==> src/rtl/alu_pkg.sv <==
// Shared types and constants for the ALU result output stage.
// Latency: n/a (declarations only).
// Backpressure: n/a.
//
// Holds the NZCV bit positions, the skid-buffer state encoding and the
// packed entry type (result word + tag + flags) stored in each buffer slot.
package alu_pkg;

  // Widths of the entry fields; alu_result_stage parameters default to these
  // and must match them, since the entry type is shared through this package.
  localparam int ALU_WIDTH = 4;
  localparam int ALU_TAG_W = 2;

  // Bit positions inside the 4-bit {N,Z,C,V} flag vector.
  localparam int FLAG_N = 3;
  localparam int FLAG_Z = 2;
  localparam int FLAG_C = 1;
  localparam int FLAG_V = 0;

  // Flags of an all-zero result with no carry/overflow: only Z is set.
  localparam logic [3:0] ZERO_FLAGS = 4'b0100;

  typedef enum logic [1:0] {
    EMPTY = 2'd0,
    ONE   = 2'd1,
    TWO   = 2'd2
  } buf_state_t;

  typedef struct packed {
    logic [ALU_WIDTH-1:0] data;
    logic [ALU_TAG_W-1:0] tag;
    logic [3:0]           flags;
  } alu_entry_t;

  // Cleared entry: zero data and tag, flags self-consistent with zero data.
  localparam alu_entry_t ZERO_ENTRY = '{data: '0, tag: '0, flags: ZERO_FLAGS};

endpackage

==> src/rtl/alu_flag_gen.sv <==
// Combinational NZCV flag derivation for one ALU result word.
// Latency: 0 cycles (pure combinational).
// Backpressure: none; the caller decides when the flags are captured.
//
// Ports: data (result word), carry (carry-out), ovf (signed overflow),
//        flags ({N,Z,C,V}, bit positions from alu_pkg).
module alu_flag_gen
  import alu_pkg::*;
#(
  parameter int WIDTH = ALU_WIDTH
) (
  input  logic [WIDTH-1:0] data,
  input  logic             carry,
  input  logic             ovf,
  output logic [3:0]       flags
);

  always_comb begin
    flags         = '0;
    flags[FLAG_N] = data[WIDTH-1];
    flags[FLAG_Z] = (data == '0);
    flags[FLAG_C] = carry;
    flags[FLAG_V] = ovf;
  end

endmodule

==> src/rtl/alu_result_stage.sv <==
// Registered output stage after the ALU result mux: captures result, tag and NZCV.
// Latency: 1 cycle from push into an empty buffer to out_valid; 1 result/cycle sustained.
// Backpressure: 2-entry skid buffer; in_ready is a pure state decode (no out_ready path).
//
// Ports:
//   clk, rst                 rising-edge clock, async active-high reset
//   in_valid/in_ready        upstream handshake; in_data, in_tag, in_carry, in_ovf payload
//   out_valid/out_ready      downstream handshake; out_data, out_tag, out_flags ({N,Z,C,V})
//   result_count             8-bit wrapping pop counter, present only when the
//                            ALU_RESULT_CNT_EN macro is defined
module alu_result_stage
  import alu_pkg::*;
#(
  parameter int WIDTH = ALU_WIDTH,  // >= 2, must equal ALU_WIDTH
  parameter int TAG_W = ALU_TAG_W   // must equal ALU_TAG_W
) (
  input  logic             clk,
  input  logic             rst,
  input  logic             in_valid,
  output logic             in_ready,
  input  logic [WIDTH-1:0] in_data,
  input  logic [TAG_W-1:0] in_tag,
  input  logic             in_carry,
  input  logic             in_ovf,
  output logic             out_valid,
  input  logic             out_ready,
  output logic [WIDTH-1:0] out_data,
  output logic [TAG_W-1:0] out_tag,
  output logic [3:0]       out_flags
`ifdef ALU_RESULT_CNT_EN
  ,
  output logic [7:0]       result_count
`endif
);

  buf_state_t state, state_nxt;
  alu_entry_t head, tail;
  alu_entry_t new_entry;
  logic [3:0] new_flags;
  logic       load_head;
  logic       load_tail;
  logic       head_from_tail;

  // Flags are computed once, at push, and travel with the entry so they can
  // never be paired with a different result word.
  alu_flag_gen #(
    .WIDTH (WIDTH)
  ) u_flag_gen (
    .data  (in_data),
    .carry (in_carry),
    .ovf   (in_ovf),
    .flags (new_flags)
  );

  assign new_entry.data  = in_data;
  assign new_entry.tag   = in_tag;
  assign new_entry.flags = new_flags;

  always_ff @(posedge clk or posedge rst) begin
    if (rst) begin
      state <= EMPTY;
    end else begin
      state <= state_nxt;
    end
  end

  // Handshake outputs are set only from the current state, so there is no
  // combinational path from either in_valid or out_ready to an output.
  // Loads into the buffer are only ever enabled by a push, so an X on
  // in_data while in_valid=0 never reaches the registers.
  always_comb begin
    state_nxt      = state;
    load_head      = 1'b0;
    load_tail      = 1'b0;
    head_from_tail = 1'b0;
    in_ready       = 1'b0;
    out_valid      = 1'b0;
    case (state)
      EMPTY: begin
        in_ready = 1'b1;
        if (in_valid) begin
          state_nxt = ONE;
          load_head = 1'b1;
        end
      end
      ONE: begin
        in_ready  = 1'b1;
        out_valid = 1'b1;
        if (in_valid && out_ready) begin
          // Head leaves and the new result replaces it in the same edge.
          load_head = 1'b1;
        end else if (in_valid) begin
          state_nxt = TWO;
          load_tail = 1'b1;
        end else if (out_ready) begin
          state_nxt = EMPTY;
        end
      end
      TWO: begin
        out_valid = 1'b1;
        if (out_ready) begin
          state_nxt      = ONE;
          load_head      = 1'b1;
          head_from_tail = 1'b1;
        end
      end
      default: begin
        state_nxt = EMPTY;
      end
    endcase
  end

  // A popped head is not cleared; out_valid=0 marks it stale.
  always_ff @(posedge clk or posedge rst) begin
    if (rst) begin
      head <= ZERO_ENTRY;
      tail <= ZERO_ENTRY;
    end else begin
      if (load_head) begin
        head <= head_from_tail ? tail : new_entry;
      end
      if (load_tail) begin
        tail <= new_entry;
      end
    end
  end

  assign out_data  = head.data;
  assign out_tag   = head.tag;
  assign out_flags = head.flags;

`ifdef ALU_RESULT_CNT_EN
  // Held at zero throughout reset, so a pop on the release edge is not seen.
  logic pop;
  assign pop = out_valid & out_ready;

  always_ff @(posedge clk or posedge rst) begin
    if (rst) begin
      result_count <= '0;
    end else if (pop) begin
      result_count <= result_count + 8'd1;
    end
  end
`endif

endmodule

==> config.mk <==
export PLATFORM = sky130hd
export DESIGN_NAME = alu_result_stage
export DESIGN_NICKNAME = d
export VERILOG_FILES = /design/src/rtl/alu_pkg.sv /design/src/rtl/alu_flag_gen.sv /design/src/rtl/alu_result_stage.sv
export SDC_FILE = /design/constraint.sdc
export NUM_CORES = 1
export LEC_CHECK = 0
export ABC_AREA = 1
export CAP_MARGIN = 20
export CORE_MARGIN = 2
export CORE_UTILIZATION = 30
export DETAILED_ROUTE_END_ITERATION = 6
export GPL_ROUTABILITY_DRIVEN = 0
export SETUP_SLACK_MARGIN = 0.05
export SLEW_MARGIN = 20
export SYNTH_ARGS = -nofsm -noshare
export SYNTH_HDL_FRONTEND = slang
export SYNTH_HIERARCHICAL = 1
export SYNTH_SLANG_ARGS = --single-unit
==> constraint.sdc <==
create_clock -name clk -period 1.8 [get_ports clk]
set_clock_uncertainty 0.05 [all_clocks]
set_input_delay 0.18 -clock clk [delete_from_list [all_inputs] [get_ports clk]]
set_output_delay 0.18 -clock clk [all_outputs]
set_load 0.01 [all_outputs]
# Word level (Yosys, flattened, before mapping)
# Cells that the tools add are included.
# W data, S select, Z words.
# op_classes
reduce_logical,6
eq_ne,6
muxes,16
# op_table
cell,count
$mux W10,1
$mux W2,5
$mux W1,8
$ne A2 B2 Y1 const B,3
$pmux W2 S3,1
$logic_not A4 Y1,1
$reduce_and A4 Y1,1
$reduce_or A2 Y1,2
$ne A3 B3 Y1 const B,1
$pmux W1 S3,1
$eq A2 B1 Y1 const B,1
$eq A2 B2 Y1 const B,1
$logic_not A2 Y1,1
$logic_and A1 B1 Y1,1
# word_totals
output_inout_bits,12
word_cells,35
regBits,22
in_bits,12

# Depth between registers and ports, before layout
# Gate-level depths: netlist of the first run.
# depth
word_depth,4
mapped_depth,8
ltp_nobuf,8

# Modules after synthesis
# Netlist of the first run, hierarchy kept.
# modules_own_cells
mod,instances,cells_per_inst,seq_area_each_um2,area_per_inst_um2
alu_result_stage,1,156,553.0,1209.9
alu_flag_gen,1,10,0.0,48.8

# Worst setup path before layout of the first run
# OpenSTA, ideal clock, no wires.
# synth_path
kind,register to register
startpoint,register state[0]
endpoint,"register head, in the netlist out_data[2]"
required_time_ns,1.633
setup_time_ns,0.117
path_stages_with_launch,9
n_path_buf,1
arrival_time_ns,1.147
synth_period_minus_slack_ns,1.314
setup_slack_ns,0.486
cell_sequence,dfrtp_1 -> inv_1 -> ha_1 -> nand2_2 -> buf_2 -> nand2_1 -> nand2_1 -> nand3_1 -> nand2_1
# synth_via
elab_chain_len,3
elab_cells_between_ends,6
cone_classes,2 x eq/ne; 3 x mux; 1 x reduce/logical
# synth_lines
element,line,source
"start, declared",alu_result_stage.sv:36,"buf_state_t state, state_nxt;"
"start signal, assigned",alu_result_stage.sv:63,state <= state_nxt;
$eq A2 B2 Y1,alu_result_stage.sv:78,case (state)
$mux W1,alu_result_stage.sv:78,
$mux W10,alu_result_stage.sv:120,head <= head_from_tail ? tail : new_entry;
"end signal, assigned",alu_result_stage.sv:120,
"end, declared",alu_result_stage.sv:37,"alu_entry_t head, tail;"
# Parallel ways exist; a longest one is shown, timed or not.
# A chain may end at the register's enable or synchronous reset.

# Worst setup path after layout of the first run
# layout_path
startpoint,register state[0]
endpoint,output in_ready
# layout_via
elab_chain_len,3
elab_cells_between_ends,4
cone_classes,1 x eq/ne; 1 x mux; 2 x reduce/logical
# layout_lines
element,line,source
$eq A2 B1 Y1 or $logic_not A2 Y1 (tied branches),alu_result_stage.sv:78,
$reduce_or A2 Y1 (no line) *,n/a,
$mux W1 *,alu_result_stage.sv:78,
"end, declared",alu_result_stage.sv:20,"output logic in_ready,"
# Every way passes the cells marked *; elsewhere a longest branch is shown, timed or not.

==> metrics.md, run 1 <==
| Metric | Value |
|---|---|
| Vias in the first global route | `between 800 and 900` |
| Number of synthesized flops with an enable pin | `0` |
| DR WL/cell | `between 9 and 10 um` |
| CP required | `1.57 ns` |
| Cts bufs inserted | `3` |
| H-tree Lvls | `1` |
| Diode count | `0` |
| Worst-path maximum fanout | `4` |
| Vias | `between 900 and 1k` |
| Post-synth top area share | `between 30% and 40%` |
| Layout cell share with drive strength beyond 1 | `between 10% and 20%` |
| Status | `finished, final reports clean` |
| Critical Path Sink | `in_ready` |
| Max-cap violations | `0` |
| Multi-input gate area | `536 um^2` |
| Largest net degree at the start of global routing | `23` |
| RSZ-0062 raised after global routing | `no` |
| Sequential cell area | `around 550 um^2` |
| Arr. time, crit path | `1.36 ns` |
| DRT iter0 DRCs | `57` |
| Leakage power | `around 0.00086 uW` |
| Cell with the most instances after synthesis | `nand2_1` |
| Asr flop ratio synth | `100%` |
| Worst R2R Start | `state[0]` |
| Clock root buffer master | `clkbuf_8` |
| Reg2reg setup slack | `0.28 ns` |
| Synth Net Count | `~180` |
| Synthesis Warnings | `6` |
| CP max stage cell | `dfrtp_1` |
| Die area | `~0.0047 mm^2` |
| Most frequent cells after synthesis | `nand2_1 (64), inv_1 (23), nand3_1 (22)` |
| I/O Buffers | `23` |
| Drt drc | `0` |
| Clk buf depth | `2` |
| CP startpoint | `state[0]` |
| Register area share after synthesis | `~44%` |
| Slew Limit Fails | `0` |
| ANT nets after route | `0` |
| Worst Setup Start Kind | `flop` |
| FMAX | `~0.63 GHz` |
| Crit path largest cell delay | `between 0.4 and 0.5 ns` |
| DR vias/cell | `4.15` |
| Post-synthesis instance area | `about 0.0013 mm^2` |
| Overall Global Routing Usage | `between 10 and 15%` |
| CTS tree | `built` |
| Worst-margin pin slew | `around 0.37 ns` |
| Final WL | `2300 um` |
| Seq cells post-synth | `22` |
| Setup TNS | `0 ns` |
| Distinct cells, synth | `15` |
| P per Cell Area | `roughly 1500 mW/mm^2` |
| Finished Layout Cells | `241` |
| VDD IR-drop max | `0.659 mV` |
| Hold Fails Final Rpt | `0` |
| Tmin final | `roughly 1.6 ns` |
| Critical path class | `reg -> out` |
| Clock transition at path regs | `0.08 ns` |
| Fin crit share | `~88%` |
| Die height | `68.8 um` |
| IO Count | `24` |
| R2R depth | `7` |
| Skew-Pair Late Insertion Delay | `about 0.26 ns` |
| Core Box Area | `between 0.004 and 0.005 mm^2` |
| Horiz. Die Dim | `about 70 um` |
| Hold WC Path Type | `in -> async` |
| Syn-to-layout area delta | `26.5%` |
| # fillers | `roughly 440` |
| Worst-path cell chain | `inv_2 -> ha_1 -> or2_2 -> clkbuf_2` |
| Initial antenna violation count | `0` |
| Cell family with most CP delay | `flip-flops` |
| Top post-synthesis cells by area | `dfrtp_1 (40%), nand2_1 (19%), nand3_1 (8.7%), inv_1 (6.9%), ha_1 (6.0%)` |
| Hpwl dp | `roughly 1800 um` |
| Main synth FF type | `dfrtp_1` |
| Yosys top cell by area | `dfrtp_1` |
| Total power | `2460 uW` |
| Worst reg2reg endpoint | `out_flags[3]` |
| Slew headroom | `about three quarters` |
| # rows | `23` |
| First-pass GRT wire length | `3860 um` |
| Clk sinks | `22` |
| Layout Nets | `210` |
| Initial Util | `between 30 and 40%` |
| Worst Path Buf+Inv | `2` |
| Cell total after placement | `~230` |
| Post-Synthesis Cells | `~170` |
| Critical Path Stages | `4` |
| Final setup violation count | `0` |
| Total grt overflow | `0` |
| Crit end category | `primary output` |
| Finished Cell Area | `0.00159 mm^2` |
| Pre-antenna DRT Iters | `4` |
| Placed standard-cell area | `0.00151 mm^2` |
| Mean Syn Cell Area | `7.58 um^2` |
## worst register-to-register path: stages (launching register included)
cell and delay [ns]:
dfrtp_1 0.42, buf_4 0.15, ha_1 0.21, nand3_2 0.08, nand3_2 0.19, nand2_2 0.23, nand2_1 0.08, nand2_1 0.06
## what timing repair did
action,4_1_cts,5_1_grt
hold buffers,0,0
resized for setup,2,3
buffers inserted,3,0
gates cloned,0,0
endpoints found under the setup margin,2,1
## sequential cells by signal, summed over array words and instances, names as in the netlist
signal / flops
tail: 10
out_data: 4
out_flags: 4
out_tag: 2
state: 2
## layout by cell type (no fill, tap or decap)
master           Yosys  final
clkbuf_2             0      1
nand3_2              3      3
o21ai_1              6      6
dfrtp_1             20     20
o21ai_0              4      4
inv_1               23     22
clkbuf_8             0      3
bufinv_16            0      1
ha_1                 6      6
buf_4                6      8
or2_2                1      1
inv_2                0      1
nand2_2              2      2
nand2_1             64     64
nor2_1               3      3
dlygate4sd2_1        0      1
nand3_1             22     22
clkdlybuf4s50_1      0     21
dfstp_2              2      2
## logic make-up (layout without fill, tap and decap cells)
family / count (synthesis) / in the layout / synth area share [%]
AOI/OAI and AO/OA: 10 / 10 / 3.98
adders and majority gates: 6 / 6 / 5.96
buffers and inverters: 33 / 58 / 13.5
DFF: 22 / 22 / 43.9
and+or+nand+nor: 95 / 95 / 32.6
## layer usage
| layer | up-vias | track usage (%) | wire (um) |
|---|---|---|---|
| met5 | - | 0 | 0 |
| met1 | 419 | 14.8 | 1130 |
| met2 | 21 | 16.7 | 1030 |
| met4 | 0 | 2.94 | 21 |
| li1 | 554 | - | - |
| met3 | 5 | 3.41 | 122 |
## worst min path at each step
stage / to / depth (start not counted)
CTS: out_data[2] / 3
floorplan: out_data[0] / 1
detailed placement: out_flags[2] / 2
finish: tail[4] / 3
global placement: out_flags[2] / 2
global route: out_data[2] / 3
## final cells by class
type                    count  share of cell area (%)
clock buffers               3                    2.59
multi-input cells         111                    33.6
flip-flops and latches     22                    34.7
repair buffers             31                    17.8
well taps                  50                    3.93
inverters                  23                    5.42
clock inverters             1                    1.89
## report_power, final
group	total (uW)	switching, uW	leakage, uW	internal [uW]
clock network	455	158	0.0000357	297
registers	852	121	0.000269	731
logic	1150	604	0.000557	547
## per-stage QoR
step	setup slack (ns)	hold WS, ns	util (%)
floorplan	0.486	0.118	-
global placement	0.116	0.404	37.4
detailed placement	0.0723	0.406	37.4
CTS	0.0114	0.200	39.6
global route	0.113	0.234	39.5
finish	0.208	0.194	39.5
Note: power is estimated with default switching activity, not from simulation.
==> inputs of run 2 (changes only) <==
--- a/config.mk
+++ b/config.mk
@@ -7,12 +7,12 @@
 export LEC_CHECK = 0
 export ABC_AREA = 1
 export CAP_MARGIN = 20
+export CORE_ASPECT_RATIO = 0.75
 export CORE_MARGIN = 2
 export CORE_UTILIZATION = 30
 export DETAILED_ROUTE_END_ITERATION = 6
 export GPL_ROUTABILITY_DRIVEN = 0
 export SETUP_SLACK_MARGIN = 0.05
-export SLEW_MARGIN = 20
 export SYNTH_ARGS = -nofsm -noshare
 export SYNTH_HDL_FRONTEND = slang
 export SYNTH_HIERARCHICAL = 1
==> metrics.md, run 2 (synthesis results as in run 1) <==
| Metric | Value |
|---|---|
| Status | `finished, final reports clean` |
| R2R depth | `8 (+1)` |
| Max FFs per register | `10 (unchanged)` |
| Combinational share of power | `47.9% (+1.1 points)` |
| Sw Share | `36.6% (+0.66 points)` |
| CP required | `1.57 ns (about the same)` |
| Placed standard-cell area | `0.00151 mm^2 (+0.42%)` |
| # rows | `20 (-13%)` |
| Reg2reg setup slack | `0.25 ns (-0.03 ns)` |
| Finished Cell Area | `0.00161 mm^2 (+0.86%)` |
| Die height | `60.1 um (-13%)` |
| H-tree Lvls | `1 (unchanged)` |
| Hold WC Path Type | `in -> async` |
| Final WL | `2550 um (+11%)` |
| Pre-antenna DRT Iters | `4 (unchanged)` |
| Final core area utilization | `39.9% (+0.34 points)` |
| P per Cell Area | `1570 mW/mm^2 (+1.8%)` |
| Tmin final | `1.59 ns (-0.00356 ns)` |
| Max-cap violations | `0 (unchanged)` |
| Vias in the first global route | `945 (+10%)` |
| Top reg by flops | `tail` |
| Hpwl dp | `1880 um (+5.6%)` |
| Drt drc | `0 (unchanged)` |
| DR WL/cell | `10.3 um (+8.2%)` |
| Initial antenna violation count | `0 (unchanged)` |
| Setup TNS | `0 ns (unchanged)` |
| Worst-margin pin slew | `0.378 ns (+0.0110 ns)` |
| Overall Global Routing Usage | `12.1% (+1.2 points)` |
| DR vias/cell | `4.12 (-0.57%)` |
| Post-CTS Hold Buffers | `0 (unchanged)` |
| Clock power frac | `18.2% (-0.3 points)` |
| Switch Pwr | `923 uW (+4.6%)` |
| Fin crit share | `88.2% (-0.20 points)` |
| Die area | `0.00474 mm^2 (+0.11%)` |
| # fillers | `418 (-4.8%)` |
| Worst-path maximum fanout | `4 (unchanged)` |
| Syn-to-layout area delta | `27.6%` |
| Worst reg2reg endpoint | `out_data[3]` |
| Total grt overflow | `0 (unchanged)` |
| RSZ-0062 raised after global routing | `no` |
| Initial Util | `31.2% (unchanged)` |
| First-pass GRT wire length | `4440 um (+15%)` |
| Diode count | `0 (unchanged)` |
| P_int | `1600 uW (+1.7%)` |
| ANT nets after route | `0 (unchanged)` |
| Sequential cell area | `553 um^2 (unchanged)` |
| Worst R2R Start | `state[0]` |
| Commonest non-fill, non-tap cells in the layout | `nand2_1 (64), inv_1 (22), nand3_1 (22)` |
| Critical path class | `reg -> out` |
| Clk sinks | `22 (unchanged)` |
| Clk buf depth | `2 (unchanged)` |
| Core Box Area | `0.00403 mm^2 (unchanged)` |
| FMAX | `0.630 GHz (+0.22%)` |
| Vias | `1,018 (+1.9%)` |
| Slew headroom | `74.8% (-0.74 points)` |
| Arr. time, crit path | `1.36 ns (about the same)` |
| Clock transition at path regs | `0.08 ns (about the same)` |
| Commonest non-fill, non-tap cell in the layout | `nand2_1` |
| Cts bufs inserted | `3 (unchanged)` |
| Worst Setup Start Kind | `flop` |
| DRT iter0 DRCs | `31 (-46%)` |
| Sequential group share of total power | `33.9% (-0.8 points)` |
| Crit end category | `primary output` |
| Layout cell share with drive strength beyond 1 | `12.0% (+0.46 points)` |
| Horiz. Die Dim | `78.8 um (+15%)` |
| Final setup violation count | `0 (unchanged)` |
| Clock root buffer master | `clkbuf_8` |
| IO Count | `24 (unchanged)` |
| CTS tree | `built` |
| Multi-input gate area | `536 um^2 (unchanged)` |
| Largest net degree at the start of global routing | `23 (unchanged)` |
| Skew-Pair Late Insertion Delay | `0.26 ns (about the same)` |
| Layout Nets | `211 (+0.48%)` |
| I/O Buffers | `23 (unchanged)` |
| Leakage power | `0.000868 uW (+0.66%)` |
| Slew Limit Fails | `0 (unchanged)` |
| VDD IR-drop max | `0.434 mV (-34%)` |
| Hold Fails Final Rpt | `0 (unchanged)` |
==> run 2: power groups by stage <==
stage	Sequential, uW	Combinational (uW)	Clock, uW
after floorplan	899	717	0
after global placement	864	1160	0
after detailed placement	872	1190	0
after CTS	854	1220	475
after global routing	884	1380	493
final	856	1210	458
==> run 2: through the flow <==
| stage | cells | power (uW) | setup WS (ns) | hold slack (ns) |
|---|---|---|---|---|
| after CTS | 246 | 2550 | 0.0316 | 0.207 |
| after global placement | 239 | 2030 | 0.121 | 0.408 |
| after detailed placement | 239 | 2060 | 0.0941 | 0.408 |
| after floorplan | 166 | 1620 | 0.486 | 0.118 |
| after global routing | 247 | 2760 | 0.121 | 0.238 |
| final | 247 | 2520 | 0.212 | 0.198 |
==> run 2: timing repair <==
| item | 4_1_cts | 5_1_grt |
|---|---|---|
| endpoints found under the setup margin | 2 | 1 |
| gates resized for setup | 2 | 3 |
| setup buffers | 3 | 1 |
==> run 2: area by class of cell <==
class	instances	area share (%)
Clock buffer	3	2.57
Clock inverter	1	1.87
Tap cell	55	4.28
Inverter	23	5.37
Multi-Input combinational cell	111	33.3
Sequential cell	22	34.4
Timing Repair Buffer	32	18.1
==> run 2: worst max path at each step <==
stage | from | end | slack [ns] | cells past startpoint
2_1_floorplan | state[0] | out_data[2] | 0.49 | 8
3_3_place_gp | state[0] | in_ready | 0.12 | 4
3_5_place_dp | state[0] | in_ready | 0.09 | 4
4_1_cts | state[0] | in_ready | 0.03 | 4
5_1_grt | state[1] | tail[0] | 0.12 | 4
6_report | state[0] | in_ready | 0.21 | 4
==> run 2: worst max-delay path: stages (launching register included) <==
cell and delay, ns:
dfrtp_1 0.41, inv_2 0.07, ha_1 0.20, or2_2 0.29
clkbuf_2 0.13
==> run 2: layer usage <==
metal | track usage, % | vias to the layer above | routed length, um
met1 | 16.8 | 441 | 1350
met2 | 18.9 | 18 | 1080
met3 | 3.63 | 2 | 103
met4 | 2.26 | 0 | 10
li1 | - | 557 | -
met5 | 0 | - | 0
==> inputs of run 3 (changes only) <==
--- a/config.mk
+++ b/config.mk
@@ -7,7 +7,7 @@
 export LEC_CHECK = 0
 export ABC_AREA = 1
 export CAP_MARGIN = 20
-export CORE_ASPECT_RATIO = 0.75
+export CORE_ASPECT_RATIO = 0.5
 export CORE_MARGIN = 2
 export CORE_UTILIZATION = 30
 export DETAILED_ROUTE_END_ITERATION = 6
==> metrics.md, run 3 (synthesis results as in run 1) <==
| Metric | Value |
|---|---|
| Status | `finished, final reports clean` |
| Clk sinks | `22 (unchanged)` |
| ANT nets after route | `0 (unchanged)` |
| CP required | `1.57 ns (about the same)` |
| Finished Layout Cells | `244 (-1.2%)` |
| Final core area utilization | `40.1% (+0.24 points)` |
| Total grt overflow | `0 (unchanged)` |
| Hold WC Path Type | `in -> async` |
| VDD IR-drop max | `0.640 mV (+47%)` |
| Max FFs per register | `10 (unchanged)` |
| Core Box Area | `0.00396 mm^2 (-1.6%)` |
| Hpwl dp | `1880 um (-0.47%)` |
| Cell total after placement | `238 (-0.42%)` |
| Die area | `0.00476 mm^2 (+0.55%)` |
| Largest net degree at the start of global routing | `23 (unchanged)` |
| Layout Nets | `209 (-0.95%)` |
| R2R depth | `7 (-1)` |
| Commonest non-fill, non-tap cell in the layout | `nand2_1` |
| Crit end category | `primary output` |
| Final WL | `2510 um (-1.8%)` |
| Clock root buffer master | `clkbuf_8` |
| Diode count | `0 (unchanged)` |
| Cts bufs inserted | `3 (unchanged)` |
| Leakage power | `0.000857 uW (-1.2%)` |
| CTS tree | `built` |
| Tmin final | `1.61 ns (+0.0254 ns)` |
| Vias in the first global route | `1,043 (+10%)` |
| # rows | `16 (-20%)` |
| Skew-Pair Late Insertion Delay | `0.26 ns (about the same)` |
| DR WL/cell | `10.3 um (-0.60%)` |
| Sequential group share of total power | `34.5% (+0.6 points)` |
| CP max stage cell | `dfrtp_1` |
| First-pass GRT wire length | `4550 um (+2.7%)` |
| Worst-path maximum fanout | `4 (unchanged)` |
| Slew headroom | `75.7% (+0.92 points)` |
| Final setup violation count | `0 (unchanged)` |
| Worst-path cell chain | `inv_2 -> ha_1 -> or2_2 -> clkbuf_2` |
| Worst Setup Slack, final | `0.186 ns (-0.0254 ns)` |
| Reg2reg setup slack | `0.26 ns (about the same)` |
| Max-cap violations | `0 (unchanged)` |
| Slew Limit Fails | `0 (unchanged)` |
| Clk buf depth | `2 (unchanged)` |
| Vias | `1,035 (+1.7%)` |
| Pre-antenna DRT Iters | `4 (unchanged)` |
| I/O Buffers | `23 (unchanged)` |
| Overall Global Routing Usage | `12.1% (+0.032 points)` |
| Clock transition at path regs | `0.08 ns (about the same)` |
| Syn-to-layout area delta | `26.3%` |
| H-tree Lvls | `1 (unchanged)` |
| Initial antenna violation count | `0 (unchanged)` |
| Combinational share of power | `46.6% (-1.3 points)` |
| Crit path largest cell delay | `0.42 ns (about the same)` |
| Worst-margin pin slew | `0.364 ns (-0.0138 ns)` |
| Worst hold margin | `0.193 ns (-0.00494 ns)` |
| Top reg by flops | `tail` |
| Switch Pwr | `917 uW (-0.74%)` |
| DR vias/cell | `4.24 (+2.9%)` |
| Setup TNS | `0 ns (unchanged)` |
| Layout cell share with drive strength beyond 1 | `11.1% (-0.93 points)` |
| Dpl ws | `0.0652 ns (-0.0289 ns)` |
| Sw Share | `37.0% (+0.40 points)` |
| P_int | `1560 uW (-2.4%)` |
| P per Cell Area | `1560 mW/mm^2 (-0.82%)` |
| Initial Util | `31.8% (+0.51 points)` |
| IO Count | `24 (unchanged)` |
| Worst reg2reg endpoint | `out_flags[1]` |
| Clock power frac | `18.9% (+0.7 points)` |
| Hold Fails Final Rpt | `0 (unchanged)` |
| Worst R2R Start | `state[1]` |
| Horiz. Die Dim | `95.6 um (+21%)` |
| Worst Setup Start Kind | `flop` |
| Fin crit share | `89.6% (+1.4 points)` |
| FMAX | `0.620 GHz (-1.6%)` |
| DRT iter0 DRCs | `61 (+97%)` |
| Commonest non-fill, non-tap cells in the layout | `nand2_1 (64), inv_1 (22), nand3_1 (22)` |
| Arr. time, crit path | `1.38 ns (+0.02 ns)` |
| Critical path class | `reg -> out` |
| Die height | `49.8 um (-17%)` |
| Drt drc | `0 (unchanged)` |
| RSZ-0062 raised after global routing | `no` |
run 3: per-stage QoR:
stage,power [uW],area (um^2)
floorplan,1620,1260
global placement,2010,1510
detailed placement,2030,1510
CTS,2520,1600
global route,2720,1590
finish,2480,1590
run 3: worst max-delay path by stage:
stage                     startpoint     endpoint  slack [ns]
final                       state[0]     in_ready        0.19
after global routing        state[0]     in_ready        0.08
after CTS                   state[0]     in_ready        0.07
after detailed placement    state[0]     in_ready        0.07
after global placement      state[0]     in_ready        0.11
after floorplan             state[0]  out_data[2]        0.49
run 3: layout make-up:
class,count,area (um^2)
Multi-Input combinational cell,111,536
Sequential cell,22,553
Fill cell,415,2370
Inverter,23,86.3
Clock buffer,3,41.3
Clock inverter,1,30.0
Timing Repair Buffer,30,277
Tap cell,54,67.6
run 3: worst max-delay path, delay by kind of cell (launching register included):
kind / cells / cell delay [ns]
adder cells (fa/ha/maj): 1 / 0.20
buffers and inverters: 2 / 0.21
flip-flops: 1 / 0.42
AND/OR/NAND/NOR: 1 / 0.29
run 3: timing repair:
action                                  CTS  global route
endpoints found under the setup margin    2             1
hold buffers                              0             0
gates resized for setup                   4             1
setup buffers                             2             0
cloned                                    0             0
run 3: layer usage:
layer / part of all wire (%) / GRT usage, %
met1: 50 / 15.8
met2: 46 / 20.7
met3: 2.6 / 2.45
met4: 1.1 / 2.86
met5: 0 / 0
run 3: power by group through the flow:
stage | sequential (uW) | combinational (uW) | clock, uW
after floorplan | 899 | 717 | 0
after global placement | 865 | 1150 | 0
after detailed placement | 877 | 1160 | 0
after CTS | 859 | 1180 | 480
after global routing | 889 | 1340 | 497
final | 855 | 1150 | 468
